**src/rtl/costas_stage_scheduler.sv**
```systemverilog
`default_nettype none
// ============================================================================
// Module   : costas_stage_scheduler
// Brief    : Sample-tick divider and stage-strobe sequencer for the Costas loop.
//            Define COSTAS_SCHED_OVR_CNT_EN to add the ovr_count dropped-tick counter.
// Revision : 1.0
// ============================================================================
module costas_stage_scheduler #(
    parameter int DIV_W       = 6,
    parameter int DIV_DEFAULT = 15,
    parameter int LF_TIMEOUT  = 8
) (
    input  logic             clock,
    input  logic             reset_n,
    input  logic             enable,
    input  logic [DIV_W-1:0] div_ratio,
    input  logic             lf_done,
    input  logic             status_clr,
    output logic             sample_tick,
    output logic             mix_en,
    output logic             lpf_en,
    output logic             pd_en,
    output logic             lf_start,
    output logic             nco_en,
    output logic             busy,
    output logic             overrun,
`ifdef COSTAS_SCHED_OVR_CNT_EN
    output logic             lf_timeout,
    output logic [7:0]       ovr_count
`else
    output logic             lf_timeout
`endif
);

    localparam int c_WCNT_W = $clog2(LF_TIMEOUT + 1);

    typedef enum logic [2:0] {
        S_IDLE     = 3'd0,
        S_MIX      = 3'd1,
        S_LPF      = 3'd2,
        S_PD       = 3'd3,
        S_LF_START = 3'd4,
        S_LF_WAIT  = 3'd5,
        S_NCO      = 3'd6
    } state_t;

    state_t              r_state;
    state_t              w_next;
    logic [DIV_W-1:0]    r_cnt;
    logic [DIV_W-1:0]    r_period;
    logic [DIV_W-1:0]    w_ratio;
    logic                w_wrap;
    logic [c_WCNT_W-1:0] r_wcnt;
    logic [c_WCNT_W-1:0] w_wcnt_inc;
    logic                w_ovr_set;
    logic                w_tout_set;

    assign w_ratio    = (div_ratio < DIV_W'(2)) ? DIV_W'(2) : div_ratio;
    assign w_wrap     = (r_cnt == r_period - DIV_W'(1));
    assign w_wcnt_inc = r_wcnt + c_WCNT_W'(1);
    assign w_ovr_set  = sample_tick && (r_state != S_IDLE);

    // Period register only follows div_ratio at wrap so a period is never cut short.
    always_ff @(posedge clock or negedge reset_n) begin
        if (!reset_n) begin
            r_cnt       <= '0;
            r_period    <= DIV_W'(DIV_DEFAULT);
            sample_tick <= 1'b0;
        end else if (!enable) begin
            r_cnt       <= '0;
            sample_tick <= 1'b0;
        end else if (w_wrap) begin
            r_cnt       <= '0;
            r_period    <= w_ratio;
            sample_tick <= 1'b1;
        end else begin
            r_cnt       <= r_cnt + DIV_W'(1);
            sample_tick <= 1'b0;
        end
    end

    always_comb begin
        w_next     = r_state;
        w_tout_set = 1'b0;
        case (r_state)
            S_IDLE:     if (sample_tick) w_next = S_MIX;
            S_MIX:      w_next = S_LPF;
            S_LPF:      w_next = S_PD;
            S_PD:       w_next = S_LF_START;
            S_LF_START: w_next = S_LF_WAIT;
            S_LF_WAIT: begin
                // A done arriving on the last permitted wait cycle still wins.
                if (lf_done) begin
                    w_next = S_NCO;
                end else if (w_wcnt_inc == c_WCNT_W'(LF_TIMEOUT)) begin
                    w_next     = S_IDLE;
                    w_tout_set = 1'b1;
                end
            end
            S_NCO:      w_next = S_IDLE;
            default:    w_next = S_IDLE;
        endcase
    end

    always_ff @(posedge clock or negedge reset_n) begin
        if (!reset_n) begin
            r_state    <= S_IDLE;
            r_wcnt     <= '0;
            mix_en     <= 1'b0;
            lpf_en     <= 1'b0;
            pd_en      <= 1'b0;
            lf_start   <= 1'b0;
            nco_en     <= 1'b0;
            busy       <= 1'b0;
            overrun    <= 1'b0;
            lf_timeout <= 1'b0;
        end else begin
            r_state    <= w_next;
            r_wcnt     <= (r_state == S_LF_WAIT) ? w_wcnt_inc : '0;
            mix_en     <= (w_next == S_MIX);
            lpf_en     <= (w_next == S_LPF);
            pd_en      <= (w_next == S_PD);
            lf_start   <= (w_next == S_LF_START);
            nco_en     <= (w_next == S_NCO);
            busy       <= (w_next != S_IDLE);
            overrun    <= w_ovr_set  | (overrun    & ~status_clr);
            lf_timeout <= w_tout_set | (lf_timeout & ~status_clr);
        end
    end

`ifdef COSTAS_SCHED_OVR_CNT_EN
    always_ff @(posedge clock or negedge reset_n) begin
        if (!reset_n) begin
            ovr_count <= 8'd0;
        end else if (w_ovr_set) begin
            if (status_clr)
                ovr_count <= 8'd1;
            else if (ovr_count != 8'hFF)
                ovr_count <= ovr_count + 8'd1;
        end else if (status_clr) begin
            ovr_count <= 8'd0;
        end
    end
`endif

endmodule
`default_nettype wire

```
**config.mk**
```make
export PLATFORM = sky130hd
export DESIGN_NAME = costas_stage_scheduler
export DESIGN_NICKNAME = d
export VERILOG_FILES = /design/src/rtl/costas_stage_scheduler.sv
export SDC_FILE = /design/constraint.sdc
export NUM_CORES = 1
export LEC_CHECK = 0
export CORE_MARGIN = 2
export CORE_UTILIZATION = 25
export CTS_BUF_LIST = sky130_fd_sc_hd__clkbuf_8
export CTS_CLUSTER_DIAMETER = 30
export DETAILED_ROUTE_END_ITERATION = 10
export HOLD_SLACK_MARGIN = 0.12
export PLACE_DENSITY = 0.5
export SLEW_MARGIN = 5
export SYNTH_ARGS = -nofsm -noshare
export SYNTH_HDL_FRONTEND = slang
export SYNTH_SLANG_ARGS = --single-unit
```
**constraint.sdc**
```tcl
create_clock -name clock -period 6.6 [get_ports clock]
set_clock_uncertainty 0.05 [all_clocks]
set_input_delay 0.99 -clock clock [delete_from_list [all_inputs] [get_ports clock]]
set_output_delay 0.99 -clock clock [all_outputs]
set_load 0.03 [all_outputs]
```
# After elaboration in Yosys (flattened, before gate mapping)

Index checks and enable logic that the tools add are counted.

Register bits after elaboration: 28
Input bits: 11
Output and inout bits: 9

Add/subtract/negate cells: 3
Magnitude comparators: 1
Equality and inequality tests: 12
Multiplexer cells: 13
Bitwise logic cells: 5
Reductions and logical operators: 5

Operators with widths:

| cell                                                                  | number |
|---|---|
| 6-bit 2-to-1 mux                                                      | 3 |
| 3-bit one-hot mux with 6 select lines                                 | 1 |
| 3-bit by 2-bit equality test with 1-bit output, second input constant | 4 |
| 3-bit equality test, second input constant                            | 4 |
| 3-bit 2-to-1 mux                                                      | 3 |
| 6-bit by 1-bit adder with 6-bit output, second input constant         | 1 |
| 3-bit by 1-bit equality test with 1-bit output, second input constant | 2 |
| 6-bit equality test                                                   | 1 |
| 6-bit by 2-bit < comparator with 1-bit output, second input constant  | 1 |
| 3-bit nonzero test                                                    | 2 |
| 6-bit by 1-bit subtractor with 6-bit output, second input constant    | 1 |
| 1-bit 2-to-1 mux                                                      | 5 |
| 4-bit by 1-bit adder with 4-bit output, second input constant         | 1 |
| 4-bit equality test, second input constant                            | 1 |
| 4-bit 2-to-1 mux                                                      | 1 |
| 3-bit logical NOT                                                     | 1 |
| 1-bit bitwise AND                                                     | 2 |
| 1-bit bitwise OR                                                      | 2 |
| 2-bit AND reduction                                                   | 1 |
| 1-bit logical AND                                                     | 1 |
| 1-bit NOT                                                             | 1 |

# Longest topological paths before layout

Gate-level depths: netlist (run 1).

Word-level depth: 6
Mapped depth: 7

# Worst setup path before layout (run 1)

No wires, ideal clock.

Kind: reg-to-reg
Start: register r_period[0]
End: register r_period[4]
Library setup time: 125 ps
Arrival time: 1,992 ps
Required time: 6,425 ps
Path slack: 4,434 ps
Cell stages (with the launch flop): 7
Path buffers: 0
Cells stage by stage: dfstp_2 > inv_1 > ha_1 > xor2_1 > nand4_1 > nor4b_4 > mux2_2

Word-level cells in the longest chain between the ends: 3

Ends and longest elaborated chain:

| element                                     | RTL line | RTL |
|---|---|---|
| start, declared                             | 50       | `logic [DIV_W-1:0] r_period;` |
| start signal, assigned                      | 67       | `r_period <= DIV_W'(DIV_DEFAULT);` |
| start signal, assigned                      | 74       | `r_period <= w_ratio;` |
| 6-bit by 1-bit subtractor with 6-bit output | 59       | `assign w_wrap = (r_cnt == r_period - DIV_W'(1));` |
| 6-bit equality test                         | 59       |  |
| 2-bit AND reduction (no source line)        | --       |  |

No other way between the ends.
A chain may end at the register's enable or synchronous reset.

# Worst setup path in the final report (run 1)

Start: register sample_tick
End: output sample_tick

RTL lines:

| element                | RTL line | RTL |
|---|---|---|
| start, declared        | 19       | `output logic sample_tick,` |
| start signal, assigned | 68       | `sample_tick <= 1'b0;` |
| start signal, assigned | 71       | `sample_tick <= 1'b0;` |
| start signal, assigned | 75       | `sample_tick <= 1'b1;` |

No word-level cell between the ends.

==> results of run 1 <==
[cells in the mapped netlist, drive strengths merged]
cell type	number	area [µm²]
a221oi	1	8.76
nand3b	1	7.51
nor4	1	6.26
a21o	1	7.51
o21ai	4	20.0
o31ai	2	15.0
nand2b	1	6.26
and3b	1	8.76
nor3	3	15.0
nor3b	2	15.0
nor2	16	60.1
nand2	5	18.8
nand4	1	6.26
dfrtp	24	601
clkbuf	3	11.3
a211oi	1	7.51
inv	5	18.8
and2	2	12.5
mux2i	3	30.0
or4	1	7.51
nor2b	2	12.5
xor2	7	61.3
dfstp	4	105
nor4b	2	32.5
a21oi	1	5.00
xnor2	7	61.3
mux2	4	45.0
or3	2	17.5
ha	3	37.5
nand3	3	15.0
o211a	1	10.0
o21bai	1	7.51
[registers in the layout, summed over array words and instances (netlist names)]
name	flops
r_cnt	6
r_period	6
r_wcnt	4
r_state	3
busy	1
lf_start	1
lf_timeout	1
lpf_en	1
mix_en	1
nco_en	1
overrun	1
pd_en	1
sample_tick	1
[worst max-delay path by stage]
stage | startpoint | endpoint | slack [ns] | depth (start not counted)
after floorplan | r_period[0] | r_period[4] | 4.43 | 6
after global placement | enable | r_period[5] | 4.12 | 3
after detailed placement | enable | r_period[5] | 4.11 | 3
after CTS | sample_tick | sample_tick | 4.15 | 1
after global routing | r_period[0] | r_cnt[2] | 4.10 | 6
final | sample_tick | sample_tick | 4.18 | 1
[cells by family (layout without fill, tap and decap cells)]
logic type      after synthesis  count (layout)  share of synthesized area
compound gates               12              12                     0.0629
xor+xnor                     14              14                     0.0948
fa+ha+maj                     3               3                     0.0290
buf+inv                       8              29                     0.0232
flops                        28              28                      0.545
mux                           7               7                     0.0580
simple gates                 43              43                      0.187
[final cells by class]
type,count,share of cell area
repair buffers,20,0.121
inverters,5,0.0115
clock inverters,1,0.0183
well taps,70,0.0534
clock buffers,3,0.0252
flip-flops and latches,28,0.431
multi-input cells,79,0.340
[power by group through the flow]
stage	combinational (mW)	sequential [mW]	clock, mW
6_report	0.209	0.282	0.135
5_1_grt	0.233	0.293	0.147
4_1_cts	0.212	0.283	0.140
3_5_place_dp	0.210	0.287	0
3_3_place_gp	0.207	0.285	0
2_1_floorplan	0.143	0.286	0
[layer usage]
layer / global-route usage / vias up / wire, µm
li1: - / 435 / -
met1: 0.116 / 419 / 1110
met2: 0.144 / 22 / 1140
met3: 0.0321 / 0 / 141
met4: 0.00545 / 0 / 0
met5: 0 / - / 0
[stage by stage]
| stage | cell area [µm²] | instances |
|---|---|---|
| 2_1_floorplan | 1290 | 115 |
| 3_3_place_gp | 1570 | 202 |
| 3_5_place_dp | 1570 | 202 |
| 4_1_cts | 1640 | 206 |
| 5_1_grt | 1640 | 206 |
| 6_report | 1640 | 206 |
==> flow_metrics.tcl, run 1 <==
set metrics [dict create \
    setup-tns-final_ns 0 \
    crit_family "buffers and inverters" \
    worstMarginPinSlew_ns 0.758 \
    seqPwrFrac 0.450 \
    grt_overflow 0 \
    cp.required_ns 5.56 \
    antennaDiodeCount 0 \
    cts_made_buffers 3 \
    period_share 0.367 \
    detailedPlacementHpwl_um 1750 \
    drc 0 \
    crit_fanout 5 \
    fmax_ghz 0.413 \
    crit_buf_inv 1 \
    cts_resized 0 \
    power.internal_mw 0.410 \
    gp_congestion 0.728 \
    reg2reg_depth 6 \
    power_density_nw_per_um2 382 \
    p_comb_frac 0.334 \
    critPathLaunchType "flop" \
    cp_cell_sequence "clkdlybuf4s50_1" \
    clk_latency_ns 0.27 \
    cts_tree "done" \
    fin_crit_ns 2.42 \
    arrival_ns 1.38 \
    grt_pass1_wl_um 4150 \
    worstReg2RegEnd "r_period[5]" \
    syn-mean-instance-area_um2 11.2 \
    hold_depth 1 \
    critPathKind "reg2out" \
    grt_usage 0.0874 \
    netlist_instances 115 \
    maxCapViolCount 0 \
    path_clk_slew_ns 0.10 \
    syn_area_um2 1290 \
    firstDrtPassIters 5 \
    layout_common_cells "24 x dfrtp_1, 19 x clkdlybuf4s50_1, 16 x nor2_1" \
    hold_class "reg2reg" \
    swShare 0.346 \
    yosys_warnings 0 \
    portBuffers 19 \
    mostFrequentLayoutCell "dfrtp_1" \
    status "complete, no violations" \
    grt_pass1_vias 895 \
    syn_to_final_growth_pct 26.7 \
    final_util 0.325 \
    wl_um 2390 \
    multi_input_area_um2 558 \
    cts.sinks 28 \
    antenna_found_initial 0 \
    initial_core_util 0.257 \
    htreeDepth 1 \
    drt_iter0_markers 77 \
    cts-root-buf "clkbuf_8" \
    syn_nets 129 \
    worstSetupEndpointType "output pin" \
    dp_worst_setup_slack_ns 4.11 \
    postRouteAntennaNets 0 \
    die_height_um 75.9 \
    post_cts_buffers 0 \
    ir_drop_mv 0.214 \
    grt_start_max_net_pins 29 \
    num_rows 26 \
    p_leak_nw 0.701 \
    die-area_um2 5770 \
    nets 151 \
    die_w_um 75.9 \
    yosysUniqueCellTypes 34 \
    seq_area_um2 706 \
    crit_path_top_delay_cell "clkdlybuf4s50_1" \
    hold_buffers 0 \
    vias_per_cell 4.25 \
    yosys_register_bits 28 \
    slew_headroom 0.490 \
    clockPowerShare 0.216 \
    fillCellCount 523 \
    wire_per_inst_um 11.6 \
    cts_buffer_depth 2 \
    hold_path_end "r_wcnt[0]" \
    r2r_start "r_period[0]" \
    seq_area_frac_synth 0.545 \
    finalSetupViolCount 0 \
    rsz0062_at_grt "false" \
    num_vias 876 \
    hold_slack_ns 0.454 \
    hold_start "r_wcnt[0]" \
    design.core.area_um2 5040 \
    finalMaxSlewViolations 0 \
    ios 20 \
    rrSetupSlack_ns 4.28 \
    drive_gt1_frac 0.110 \
    switchingPower_mw 0.217 \
    crit_path_max_incr_delay_ns 0.70 \
    worst_slack_ns 4.18 \
    p_total_mw 0.627 \
    final-hold-violation-count 0 \
]
No activity file was read; power rests on OpenSTA's default activity.
==> run 2, diff against run 1 <==
--- a/config.mk
+++ b/config.mk
@@ -11,7 +11,7 @@
 export CTS_CLUSTER_DIAMETER = 30
 export DETAILED_ROUTE_END_ITERATION = 10
 export HOLD_SLACK_MARGIN = 0.12
-export PLACE_DENSITY = 0.5
+export PLACE_DENSITY = 0.52
 export SLEW_MARGIN = 5
 export SYNTH_ARGS = -nofsm -noshare
 export SYNTH_HDL_FRONTEND = slang
==> constraint.sdc (replaced) <==
create_clock -name clock -period 2.1 [get_ports clock]
set_clock_uncertainty 0.05 [all_clocks]
set_input_delay 0.315 -clock clock [delete_from_list [all_inputs] [get_ports clock]]
set_output_delay 0.315 -clock clock [all_outputs]
set_load 0.03 [all_outputs]
==> run 2 against run 1 <==
Net effect:
- the flow now finishes with violations (setup timing)
- critical path depth grew 6
- setup slack lost 4.2 ns
- cell count grew 1.9%
- hold slack lost 0.083 ns
- non-clock buffer count grew 4
- flip-flop and latch count is the same
- total power grew to 3.2 times the previous value
- register-to-register slack lost 4.3 ns
- routed wire length grew 7.4%
- clock power grew 140%
- sequential share of layout area shrank 1.7 points
- largest power group unchanged
==> flow_metrics.tcl, run 2 (same netlist as run 1, synthesis figures left out) <==
set metrics [dict create \
    maxCapViolCount 0 \
    cts_buffer_depth 2 \
    top_regs "r_cnt x6, r_period x6, r_wcnt x4" \
    worstMarginPinSlew_ns 0.398 \
    die-area_um2 5770 \
    cts_made_buffers 3 \
    placed_area_um2 1640 \
    rrSetupSlack_ns -0.02 \
    grt_start_max_net_pins 29 \
    cts-root-buf "clkbuf_8" \
    period_share 1.01 \
    hold_slack_ns 0.371 \
    gp_congestion 0.786 \
    cp.required_ns 2.21 \
    hold_class "in2async" \
    grt_usage 0.0936 \
    cts_tree "done" \
    die_w_um 75.9 \
    finalSetupViolCount 2 \
    arrival_ns 2.23 \
    rsz0062_at_grt "true" \
    grt_overflow 0 \
    cts.sinks 28 \
    wire_per_inst_um 12.2 \
    crit_buf_inv 2 \
    slew_headroom 0.733 \
    ios 20 \
    portBuffers 19 \
    design.core.area_um2 5040 \
    ir_drop_mv 0.471 \
    crit_path_top_delay_cell "dfstp_2" \
    die_height_um 75.9 \
    power_density_nw_per_um2 1190 \
    antennaDiodeCount 0 \
    drc 0 \
    grt_pass1_vias 987 \
    postRouteAntennaNets 0 \
    status "finished, violations left" \
    worstReg2RegEnd "r_period[5]" \
    dp_worst_setup_slack_ns -0.0366 \
    detailedPlacementHpwl_um 1950 \
    critPathKind "reg2reg" \
    cp_cell_sequence "inv_2, ha_4, xor2_1, nand4_1, nor4b_4, buf_4, mux2_4" \
    crit_fanout 5 \
    drive_gt1_frac 0.193 \
    path_clk_slew_ns 0.09 \
    p_total_mw 2.02 \
    worst_slack_ns -0.0166 \
    drt_iter0_markers 39 \
    htreeDepth 1 \
    crit_path_max_incr_delay_ns 0.57 \
    layout_common_cells "24 x dfrtp_1, 19 x clkdlybuf4s50_1, 16 x nor2_1" \
    reg2reg_depth 7 \
    vias_per_cell 4.40 \
    finalMaxSlewViolations 0 \
    critPathLaunchType "flop" \
    antenna_found_initial 0 \
    firstDrtPassIters 4 \
    wl_um 2570 \
    nets 155 \
    violations "setup timing" \
    startpoint "r_period[0]" \
    syn_to_final_growth_pct 31.8 \
    num_vias 923 \
    fin_crit_ns 2.12 \
    num_rows 26 \
    clk_latency_ns 0.27 \
    initial_core_util 0.257 \
    grt_pass1_wl_um 4400 \
    r2r_start "r_period[0]" \
    final-hold-violation-count 0 \
    fmax_ghz 0.472 \
    crit_family "flip-flops" \
    worstSetupEndpointType "flop" \
    mostFrequentLayoutCell "dfrtp_1" \
    final_util 0.338 \
    fin_area_um2 1710 \
    p_leak_nw 0.726 \
]
## run 2: worst max-delay path by stage
stage	to	depth (start not counted)	slack, ns
2_1_floorplan	r_period[4]	7	-0.03
3_3_place_gp	r_period[5]	7	0.04
3_5_place_dp	r_period[5]	8	-0.04
4_1_cts	r_period[5]	7	-0.01
5_1_grt	r_period[5]	7	-0.11
6_report	r_period[5]	7	-0.02
## run 2: area by class of cell
class / instances / area, µm²
fillers: 515 / 3340
repair buffers: 24 / 228
flip-flops and latches: 28 / 706
well taps: 70 / 87.6
inverters: 5 / 18.8
clock buffers: 4 / 55.1
multi-input cells: 79 / 611
## run 2: routing by layer
layer / wire length (µm) / global-route usage
met5: 0 / 0
met1: 1080 / 0.104
met4: 14 / 0.0236
met3: 117 / 0.0214
met2: 1360 / 0.179
## run 2: power breakdown
group	leakage, nW	switching (mW)	internal, mW
sequential	0.363	0.196	0.714
clock	0.0288	0.160	0.168
combinational	0.335	0.378	0.407
total	0.726	0.734	1.29
## run 2: what timing repair did
item                                    in CTS  in global routing
hold buffers                                 0                  0
pin swaps                                    2                  0
endpoints found under the setup margin       4                 10
endpoints found under the hold margin        0                  0
gates resized for setup                      1                  1
buffers inserted                             1                  0
## run 2: metrics by stage
stage	TNS, ns	std cells
finish	-0.0318	210
detailed placement	-0.0688	205
CTS	-0.0215	210
global route	-0.356	210
floorplan	-0.0553	115
global placement	0	205
==> run 3, diff against run 2 <==
--- a/config.mk
+++ b/config.mk
@@ -5,7 +5,7 @@
 export SDC_FILE = /design/constraint.sdc
 export NUM_CORES = 1
 export LEC_CHECK = 0
-export CORE_MARGIN = 2
+export CAP_MARGIN = 20
 export CORE_UTILIZATION = 25
 export CTS_BUF_LIST = sky130_fd_sc_hd__clkbuf_8
 export CTS_CLUSTER_DIAMETER = 30
==> run 3 against run 2 <==
Net effect:
- the run still ends with setup timing left
- non-clock buffer count is 1 higher
- fmax is 0.18% lower
- setup slack worse by 0.0038 ns
- combinational power hardly changed
- first-iteration DRC count is 10% higher
- critical endpoint is now r_period[4]
- largest power group unchanged
==> flow_metrics.tcl, run 3 (same netlist as run 1, synthesis figures left out) <==
set metrics [dict create \
    cts_buffer_depth 2 \
    startpoint "r_period[0]" \
    rsz0062_at_grt "true" \
    nets 156 \
    power_density_nw_per_um2 1220 \
    antennaDiodeCount 0 \
    drive_gt1_frac 0.191 \
    mostFrequentLayoutCell "dfrtp_1" \
    gp_congestion 0.706 \
    placed_area_um2 1630 \
    p_leak_nw 0.739 \
    antenna_found_initial 0 \
    wl_um 2510 \
    cts.sinks 28 \
    fillCellCount 483 \
    drt_iter0_markers 43 \
    vias_per_cell 4.27 \
    cp.required_ns 2.22 \
    htreeDepth 1 \
    cts_made_buffers 3 \
    slew_headroom 0.754 \
    final-hold-violation-count 0 \
    firstDrtPassIters 4 \
    fin_area_um2 1730 \
    cts-root-buf "clkbuf_8" \
    worstSetupEndpointType "flop" \
    die_height_um 73.9 \
    maxCapViolCount 0 \
    finalMaxSlewViolations 0 \
    layout.cells.non_filler 208 \
    layout_common_cells "24 x dfrtp_1, 19 x clkdlybuf4s50_1, 16 x nor2_1" \
    ir_drop_mv 0.656 \
    r2r_start "r_period[0]" \
    hold_buffers 0 \
    violations "setup timing" \
    postRouteAntennaNets 0 \
    arrival_ns 2.24 \
    num_rows 25 \
    finalSetupViolCount 2 \
    grt_usage 0.109 \
    cp_cell_sequence "inv_2, ha_4, nor2b_4, nor3_2, a211oi_2, nor4b_4, buf_6, mux2_4" \
    die-area_um2 5470 \
    crit_path_max_incr_delay_ns 0.57 \
    clk_latency_ns 0.27 \
    portBuffers 19 \
    cts_tree "done" \
    die_w_um 73.9 \
    path_clk_slew_ns 0.10 \
    grt_pass1_vias 974 \
    detailedPlacementHpwl_um 1890 \
    num_vias 888 \
    hold_class "in2async" \
    wire_per_inst_um 12.1 \
    crit_fanout 5 \
    drc 0 \
    fin_crit_ns 2.12 \
    worst_slack_ns -0.0204 \
    period_share 1.01 \
    initial_core_util 0.267 \
    ios 20 \
    critPathKind "reg2reg" \
    reg2reg_depth 8 \
    crit_path_top_delay_cell "dfstp_2" \
    grt_pass1_wl_um 4590 \
    fmax_ghz 0.472 \
    critPathLaunchType "flop" \
    design.core.area_um2 4850 \
    worstMarginPinSlew_ns 0.367 \
    grt_overflow 0 \
    status "finished, violations left" \
    top_regs "r_cnt x6, r_period x6, r_wcnt x4" \
    grt_start_max_net_pins 29 \
    dp_cells 202 \
    syn_to_final_growth_pct 33.5 \
]
==> run 3: timing repair <==
item | 4_1_cts | 5_1_grt
pin swaps | 0 | 0
endpoints found under the setup margin | 4 | 12
resized for setup | 0 | 2
buffers inserted | 3 | 0
==> run 3: final cells by class <==
cell class	count	area, µm²	share of cell area
inverter	5	18.8	0.0109
clock buffer	3	41.3	0.0239
sequential	28	706	0.409
multi-input combinational	79	608	0.352
tap	67	83.8	0.0486
clock inverter	1	30.0	0.0174
timing repair buffer	25	239	0.138
==> run 3: per-stage QoR <==
stage / setup TNS, ns / setup WS, ns / total power, mW / hold slack (ns) / util
2_1_floorplan: -0.0553 / -0.0276 / 1.42 / -0.0306 / -
3_3_place_gp: 0 / 0.0398 / 1.64 / 0.424 / 0.337
3_5_place_dp: -0.0280 / -0.0189 / 1.67 / 0.440 / 0.337
4_1_cts: -0.137 / -0.0572 / 2.14 / 0.370 / 0.356
5_1_grt: -0.847 / -0.133 / 2.27 / 0.390 / 0.356
6_report: -0.0387 / -0.0204 / 2.12 / 0.363 / 0.356
==> run 3: metal layers <==
layer	part of all wire	routed length, µm	GRT usage	up-vias
met2	0.49	1240	0.198	20
met5	0	0	0	-
met1	0.47	1190	0.133	424
met4	0	0	0.00641	0
li1	-	-	-	444
met3	0.033	84	0.0325	0
==> run 3: where the power goes <==
part	internal [mW]	switching [mW]
Clock	0.255	0.168
Sequential	0.714	0.194
Combinational	0.414	0.370
Total	1.38	0.732
==> run 3: path summary, 6_finish.rpt <==
| kind | to | slack, ns |
|---|---|---|
| max reg2reg | r_period[4] | -0.02 |
| min in group clock | r_wcnt[0] | 0.45 |
| max | r_period[4] | -0.02 |
| min | r_wcnt[0] | 0.36 |
| min reg2reg | r_wcnt[0] | 0.45 |
| max in group asynchronous | r_period[2] | 1.33 |
==> run 3: worst max-delay path, delay by kind of cell (launching register included) <==
kind            cells  cell delay (ns)
simple gates        3             0.62
flops               1             0.57
fa+ha+maj           1             0.16
compound gates      1             0.09
mux                 1             0.29
buf+inv             2             0.22
